File: src/rtl/npc_pkg.sv
`default_nettype none
// ============================================================================
// Module : npc_pkg
// Brief  : Shared NPC core types and constants (fetch state, reset PC, align).
// Rev    : 1.0
// ============================================================================
package npc_pkg;

    localparam logic [63:0] RESET_PC_DEFAULT = 64'h0000_0000_8000_0000;
    localparam int          INSTR_ALIGN      = 4;

    typedef enum logic [2:0] {
        ST_IDLE = 3'd0,
        ST_REQ  = 3'd1,
        ST_WAIT = 3'd2,
        ST_DROP = 3'd3,
        ST_OUT  = 3'd4
    } fetch_state_e;

endpackage : npc_pkg
`default_nettype wire

File: src/rtl/ifu_fetch_if.sv
`default_nettype none
// ============================================================================
// Module : ifu_fetch_if
// Brief  : Instruction-memory, redirect and decode handshake bundle for fetch.
// Rev    : 1.0
// ============================================================================
interface ifu_fetch_if #(
    parameter int DW = 64,
    parameter int IW = 32
);
    logic          imem_req_valid;
    logic          imem_req_ready;
    logic [DW-1:0] imem_req_addr;
    logic          imem_rsp_valid;
    logic [IW-1:0] imem_rsp_data;
    logic          redirect_valid;
    logic [DW-1:0] redirect_pc;
    logic          id_valid;
    logic          id_ready;
    logic [IW-1:0] id_instr;
    logic [DW-1:0] id_pc;

    // master: the fetch stage; slave: memory, execute and decode around it
    modport master (
        output imem_req_valid, imem_req_addr, id_valid, id_instr, id_pc,
        input  imem_req_ready, imem_rsp_valid, imem_rsp_data,
               redirect_valid, redirect_pc, id_ready
    );

    modport slave (
        input  imem_req_valid, imem_req_addr, id_valid, id_instr, id_pc,
        output imem_req_ready, imem_rsp_valid, imem_rsp_data,
               redirect_valid, redirect_pc, id_ready
    );

endinterface : ifu_fetch_if
`default_nettype wire

File: src/rtl/ifu_fetch.sv
`default_nettype none
// ============================================================================
// Module : ifu_fetch
// Brief  : Single-outstanding instruction fetch FSM with one-entry output buffer.
// Rev    : 1.0
// ============================================================================
module ifu_fetch
    import npc_pkg::*;
#(
    parameter int              DW       = 64,
    parameter int              IW       = 32,
    parameter logic [DW-1:0]   RESET_PC = DW'(RESET_PC_DEFAULT)
) (
    input  wire logic        clk,
    input  wire logic        rst_n,
    ifu_fetch_if.master      bus
);

    localparam logic [DW-1:0] c_pc_step   = DW'(INSTR_ALIGN);
    localparam logic [DW-1:0] c_align_msk = ~DW'(INSTR_ALIGN - 1);

    fetch_state_e  state_q, state_d;
    logic [DW-1:0] pc_q, pc_d;
    logic [IW-1:0] instr_buf_q, instr_buf_d;
    logic [DW-1:0] pc_buf_q, pc_buf_d;

    logic [DW-1:0] w_redir_pc;

    assign w_redir_pc = bus.redirect_pc & c_align_msk;

    always_ff @(posedge clk or negedge rst_n) begin
        if (!rst_n) begin
            state_q     <= ST_IDLE;
            pc_q        <= RESET_PC;
            instr_buf_q <= '0;
            pc_buf_q    <= '0;
        end else begin
            state_q     <= state_d;
            pc_q        <= pc_d;
            instr_buf_q <= instr_buf_d;
            pc_buf_q    <= pc_buf_d;
        end
    end

    always_comb begin
        state_d     = state_q;
        pc_d        = pc_q;
        instr_buf_d = instr_buf_q;
        pc_buf_d    = pc_buf_q;

        case (state_q)
            ST_IDLE: state_d = ST_REQ;

            ST_REQ: begin
                if (bus.redirect_valid) begin
                    pc_d = w_redir_pc;
                    // An accepted request now targets a stale PC; its response must be eaten.
                    state_d = bus.imem_req_ready ? ST_DROP : ST_REQ;
                end else if (bus.imem_req_ready) begin
                    state_d = ST_WAIT;
                end
            end

            ST_WAIT: begin
                if (bus.redirect_valid) begin
                    pc_d    = w_redir_pc;
                    state_d = bus.imem_rsp_valid ? ST_REQ : ST_DROP;
                end else if (bus.imem_rsp_valid) begin
                    instr_buf_d = bus.imem_rsp_data;
                    pc_buf_d    = pc_q;
                    pc_d        = pc_q + c_pc_step;
                    state_d     = ST_OUT;
                end
            end

            ST_DROP: begin
                if (bus.redirect_valid) begin
                    pc_d = w_redir_pc;
                end
                if (bus.imem_rsp_valid) begin
                    state_d = ST_REQ;
                end
            end

            ST_OUT: begin
                if (bus.redirect_valid) begin
                    pc_d    = w_redir_pc;
                    state_d = ST_REQ;
                end else if (bus.id_ready) begin
                    state_d = ST_REQ;
                end
            end

            default: state_d = ST_IDLE;
        endcase
    end

    // Redirect masks id_valid so a same-cycle id_ready never completes a flushed handshake.
    assign bus.imem_req_valid = (state_q == ST_REQ);
    assign bus.imem_req_addr  = pc_q;
    assign bus.id_valid       = (state_q == ST_OUT) && !bus.redirect_valid;
    assign bus.id_instr       = instr_buf_q;
    assign bus.id_pc          = pc_buf_q;

endmodule : ifu_fetch
`default_nettype wire

File: src/flat_wrapper.sv
// flat-port wrapper written by rule: the top's interface ports become plain ports
module ifu_fetch_flat import npc_pkg::*;
#(
    parameter int              DW       = 64,
    parameter int              IW       = 32,
    parameter logic [DW-1:0]   RESET_PC = DW'(RESET_PC_DEFAULT)
)
  (clk, rst_n, bus_imem_req_valid, bus_imem_req_addr, bus_id_valid, bus_id_instr, bus_id_pc, bus_imem_req_ready, bus_imem_rsp_valid, bus_imem_rsp_data, bus_redirect_valid, bus_redirect_pc, bus_id_ready);
  ifu_fetch_if #(.DW(DW), .IW(IW)) bus_i ();
  input  wire logic clk;
  input  wire logic rst_n;
  output wire logic [$bits(bus_i.imem_req_valid)-1:0] bus_imem_req_valid;
  output wire logic [$bits(bus_i.imem_req_addr)-1:0] bus_imem_req_addr;
  output wire logic [$bits(bus_i.id_valid)-1:0] bus_id_valid;
  output wire logic [$bits(bus_i.id_instr)-1:0] bus_id_instr;
  output wire logic [$bits(bus_i.id_pc)-1:0] bus_id_pc;
  input wire logic [$bits(bus_i.imem_req_ready)-1:0] bus_imem_req_ready;
  input wire logic [$bits(bus_i.imem_rsp_valid)-1:0] bus_imem_rsp_valid;
  input wire logic [$bits(bus_i.imem_rsp_data)-1:0] bus_imem_rsp_data;
  input wire logic [$bits(bus_i.redirect_valid)-1:0] bus_redirect_valid;
  input wire logic [$bits(bus_i.redirect_pc)-1:0] bus_redirect_pc;
  input wire logic [$bits(bus_i.id_ready)-1:0] bus_id_ready;
  assign bus_imem_req_valid = bus_i.imem_req_valid;
  assign bus_imem_req_addr = bus_i.imem_req_addr;
  assign bus_id_valid = bus_i.id_valid;
  assign bus_id_instr = bus_i.id_instr;
  assign bus_id_pc = bus_i.id_pc;
  assign bus_i.imem_req_ready = bus_imem_req_ready;
  assign bus_i.imem_rsp_valid = bus_imem_rsp_valid;
  assign bus_i.imem_rsp_data = bus_imem_rsp_data;
  assign bus_i.redirect_valid = bus_redirect_valid;
  assign bus_i.redirect_pc = bus_redirect_pc;
  assign bus_i.id_ready = bus_id_ready;
  ifu_fetch #(.DW(DW), .IW(IW), .RESET_PC(RESET_PC)) u_core (.clk(clk), .rst_n(rst_n), .bus(bus_i));
endmodule
File: config.mk
export PLATFORM = sky130hd
export DESIGN_NAME = ifu_fetch_flat
export DESIGN_NICKNAME = d
export VERILOG_FILES = /design/src/rtl/npc_pkg.sv /design/src/rtl/ifu_fetch_if.sv /design/src/rtl/ifu_fetch.sv /design/src/flat_wrapper.sv
export SDC_FILE = /design/constraint.sdc
export NUM_CORES = 1
export LEC_CHECK = 0
export ABC_CLOCK_PERIOD_IN_PS = 2350
export CAP_MARGIN = 20
export CORE_MARGIN = 2
export CORE_UTILIZATION = 35
export CTS_CLUSTER_SIZE = 16
export DETAILED_ROUTE_END_ITERATION = 12
export DONT_BUFFER_PORTS = 1
export GPL_TIMING_DRIVEN = 0
export HOLD_SLACK_MARGIN = 0.12
export PLACE_DENSITY = 0.54
export REMOVE_ABC_BUFFERS = 1
export SYNTH_ARGS = -nofsm -noshare
export SYNTH_HDL_FRONTEND = slang
export SYNTH_SLANG_ARGS = --single-unit
File: constraint.sdc
create_clock -name clk -period 2.35 [get_ports clk]
set_input_delay 0.47 -clock clk [delete_from_list [all_inputs] [get_ports clk]]
set_output_delay 0.47 -clock clk [all_outputs]
set_load 0.005 [all_outputs]
; Word level (Yosys, flattened, before mapping)
; Cells that the tools add are included.
; Widths: inputs -> output; s select.
[op_classes]
eq_ne = 9
add_sub_neg = 1
bitwise_logic = 1
reduce_logical = 8
n_div = 0
n_shift = 0
n_mul = 0
order_cmp = 0
muxes = 14
[ops]
columns = operator, n
row1 = $mux 64, 3
row2 = $pmux 64 s2, 1
row3 = $add 64x3->64 const B, 1
row4 = $mux 3, 7
row5 = $pmux 3 s5, 1
row6 = $eq 3x2->1 const B, 2
row7 = $ne 3x3->1 const B, 2
row8 = $reduce_and 3->1, 2
row9 = $mux 2, 2
row10 = $reduce_and 4->1, 1
row11 = $eq 3x1->1 const B, 1
row12 = $eq 3x3->1 const B, 1
row13 = $logic_not 3->1, 1
row14 = $ne 3x1->1 const B, 1
row15 = $reduce_or 3->1, 1
row16 = $ne 2x1->1 const B, 1
row17 = $ne 2x2->1 const B, 1
row18 = $reduce_bool 2->1, 1
row19 = $logic_and 1x1->1, 1
row20 = $logic_not 1->1, 1
row21 = $not 1->1, 1
[word_totals]
latch_bits = 0
mem_bits_rw = 0
mem_bits_ro = 0
memories = 0
in_bits = 102
reg_bits = 163
wordCells = 37

; Depth between registers and ports, before layout
[depth]
depth_word = 4
depth_mapped = 8
mapped_depth_nobuf = 6

; Worst setup path before layout
; Ideal clock, no wire load.
[synth_timing]
kind = reg-to-reg
from = reg u_core.pc_q[31], in the netlist u_core.bus.imem_req_addr[31]
to = reg u_core.pc_q[61], in the netlist u_core.bus.imem_req_addr[61]
period_less_slack_ps = 2227
arrival_time_ps = 2158
setup_slack_ps = 123
stages_incl_launch_ff = 7
t_required_ps = 2281
n_path_buf = 1
path_cell_list = dfstp_2 -> clkbuf_1 -> nand4_1 -> nor4_1 -> nand4_1 -> or4_1 -> nand3_1
[synth_via]
elab_chain_cells = 4
[synth_rtl]
columns = element, line
row1 = from (decl), ifu_fetch.sv:23  ; logic [DW-1:0] pc_q, pc_d;
row2 = from (signal assigned), ifu_fetch.sv:39  ; pc_q <= pc_d;
row3 = $add 64x3->64, ifu_fetch.sv:71  ; pc_d = pc_q + c_pc_step;
row4 = $mux 64, ifu_fetch.sv:68  ; end else if (bus.imem_rsp_valid) begin
row5 = $mux 64, ifu_fetch.sv:65  ; if (bus.redirect_valid) begin
row6 = $pmux 64 s2, ifu_fetch.sv:51  ; case (state_q)
; Every way passes these cells. The select of a mux whose other input is x is not followed.
; A chain may end at the register's enable or synchronous reset.

; Final worst setup path
[layout_timing]
from = reg u_core.pc_q[33], in the netlist u_core.bus.imem_req_addr[33]
to = reg u_core.pc_q[46], in the netlist u_core.bus.imem_req_addr[46]
; Same word-level chain as after synthesis.

==> results.cfg <==
[status]
status = finished, violations left
violations = hold timing

[critical_path]
r2r_end = u_core.bus.imem_req_addr[46]
crit_path_max_incr_delay_ps = 530
reg2reg_depth = 5
crit_chain = nand4_4 -> or3_1 -> or4_1 -> or4_1 -> nand3_1
cp_max_fo = 9
crit_end = u_core.bus.imem_req_addr[46]
timing.rr.start = u_core.bus.imem_req_addr[33]
worstPathBufferInverterCount = 0
crit_slowest_cell = or4_1
required_ps = 2720
cp.depth = 5
crit_path_start = u_core.bus.imem_req_addr[33]
criticalPathCategory = flop to flop
worst_path_dominant_cell_family = simple AND/OR/NAND/NOR gates
crit_top_cell = or4_1
worst_setup_path_end_kind = flop
cp.arrival_ps = 2640
rrSetupSlack_ps = 80
startpoint_type = flop

[cts]
clkTransAtPathRegs_ps = 70
root_buffer = clkbuf_16
numCtsBuffers = 17
cts-htree-levels = 4
cts_sinks = 159
insertion_delay_ps = 430
cts_buffer_depth = 2
cts_tree = done

[detailed_routing]
dr.pass1.iters = 6
drt_iter0_markers = 592
vias = 7516
routed_wl_um = 28800
routedWlPerCell_um = 22.6
avgViaCountPerCell = 5.90
drtAntennaViolNets = 0
drc = 0

[placement]
dpl.hpwl_um = 18900
gp_congestion = 0.806
port_buffers = 0
dp_slack_ps = -856

[cells_and_area]
fill_cells = 2271
seqCellArea_mm2 = 0.00402
layout-drive-gt1-share = 0.159
fin_nets = 1080
area_delta_synth_final_pct = 19.0
multi_input_area_mm2 = 0.00414

[power]
fin_total_pwr_mw = 12.6
p_leak_nw = 4.22
ir_drop_v = 0.000500
p_sw_frac = 0.427
combinationalPowerShare = 0.302
p_per_area_mw_per_mm2 = 1300
clkPwrFrac = 0.212
power.share.sequential = 0.486
p_int_mw = 7.21
switching_power_mw = 5.38

[timing]
fin_skew_ps = 13.2
setup_slack_ps = 77.7
relSlewSlack = 0.485
final.period_utilization = 0.967
slew_viol_final = 0
finalHoldViolations = 159
worstMarginPinSlew_ps = 772
timing.fmax_ghz = 0.440
hold_slack_ps = -264
grt_setup_unrepaired = false
period_minus_slack_ps = 2270
setup_violations = 0

[die]
ios = 264
dieArea_mm2 = 0.0245
dieWidth_um = 156
die_h_um = 156
core_area_mm2 = 0.0227
initial_core_util = 0.358
rows = 55

[yosys]
synth-seq-area-share = 0.489
syn_area_per_cell_um2 = 8.36
synth_area_mm2 = 0.00813
yosys_warnings = 0
synth_area_leaders = dfrtp_1 (49%), nand2_1 (14%), a21oi_1 (3.0%), nand3_1 (2.8%), nand4_1 (2.4%)
yosysMostFrequentCell = nand2_1
ys_ff_latch = 159
synth_cells = 973
synth_top_area_cell = dfrtp_1
ys_top_cells_by_count = nand2_1 (308), dfrtp_1 (158), a21oi_1 (49), clkbuf_1 (49), nand3_1 (45)
synth_edf_count = 0
synth_top_area_share = 0.486
synth-async-reset-ratio = 1.00
ys_types = 67
synthFlopType = dfrtp_1

[run]
maxCapViolCount = 0

[global_routing]
gr-total-overflow = 0
first_global_vias = 7089
grt_max_degree = 160
grt_pass1_wl_um = 43200
antenna_found_initial = 5
grt_use_total = 0.231

[min_path]
hold_class = input pin to async pin
==> metal layers <==
metal,global-route usage,wire (um)
met1,0.307,12500
met2,0.359,13100
met3,0.0698,2550
met4,0.0765,656
met5,0,0
==> through the flow <==
stage	hold WS (ps)	std cells	setup TNS (ps)	instance area, um^2	utilization
detailed placement	178	1209	-18890	8540	0.376
floorplan	174	903	-450300	7840	-
global route	-289	1272	0	9670	0.426
finish	-264	1273	0	9670	0.426
global placement	178	1188	-963020	8200	0.361
CTS	-279	1257	-116	9430	0.415
==> power groups by stage <==
| stage | clock network [mW] | logic, mW | registers (mW) |
|---|---|---|---|
| floorplan | 0 | 2.43 | 5.40 |
| detailed placement | 0 | 3.28 | 6.11 |
| finish | 2.67 | 3.80 | 6.11 |
| CTS | 2.74 | 3.60 | 6.10 |
| global placement | 0 | 3.03 | 6.08 |
| global route | 2.86 | 4.27 | 6.37 |
==> registers in the layout (all words and copies together) (netlist names) <==
name                      cells
u_core.bus.id_instr          32
u_core.state_q                3
u_core.bus.imem_req_addr     62
u_core.bus.id_pc             62
==> final cells by class <==
cell class              count  area share
multi-input cells         735       0.428
well taps                 285      0.0369
inverters                  12     0.00466
clock inverters             9     0.00905
repair buffers             52      0.0587
flip-flops and latches    159       0.415
clock buffers              20      0.0472
diodes                      1    0.000259
==> layout by cell type (no fill, tap or decap), types with 8 or more instances in the layout <==
master and instances:
nor3_1 15, inv_1 12, o21ai_0 35, and3_1 15, or4_1 9, o22ai_1 13
a211oi_1 9, a21oi_1 49, or3_1 8, dfrtp_1 130, nor2_1 33, nand2_1 308
nand4_1 31, clkbuf_16 18, dfrtp_2 27, o211ai_1 14, and4_1 8, a22oi_1 8
o22a_1 8, buf_4 28, buf_6 12, nand3_1 40, a2bb2oi_1 9
==> cell families (layout without fill, tap and decap cells) <==
family	after synthesis	after routing	synth area share
mux	3	3	0.00385
other cells	1	5	0.000461
simple gates	525	528	0.297
fa+ha+maj	1	1	0.00154
flops	159	159	0.489
compound gates	199	199	0.165
buf+inv	85	93	0.0428
==> worst min path at each step <==
stage	depth (start not counted)	slack, ps	to	start
final	0	-260	u_core.bus.id_instr[13]	rst_n
after global placement	0	180	u_core.bus.id_instr[20]	rst_n
after CTS	0	-280	u_core.bus.id_instr[20]	rst_n
after global routing	0	-290	u_core.bus.id_instr[20]	rst_n
after floorplan	0	170	u_core.bus.id_instr[0]	rst_n
after detailed placement	0	180	u_core.bus.id_instr[20]	rst_n
==> repair_timing <==
item                                   in CTS  in global routing
pin swaps                                  10                  3
gates resized for setup                    38                 38
cloned                                      3                  1
setup endpoints to repair                  54                 50
setup buffers                              16                 14
endpoints found under the hold margin     159                159
No activity file was read; power rests on OpenSTA's default activity.
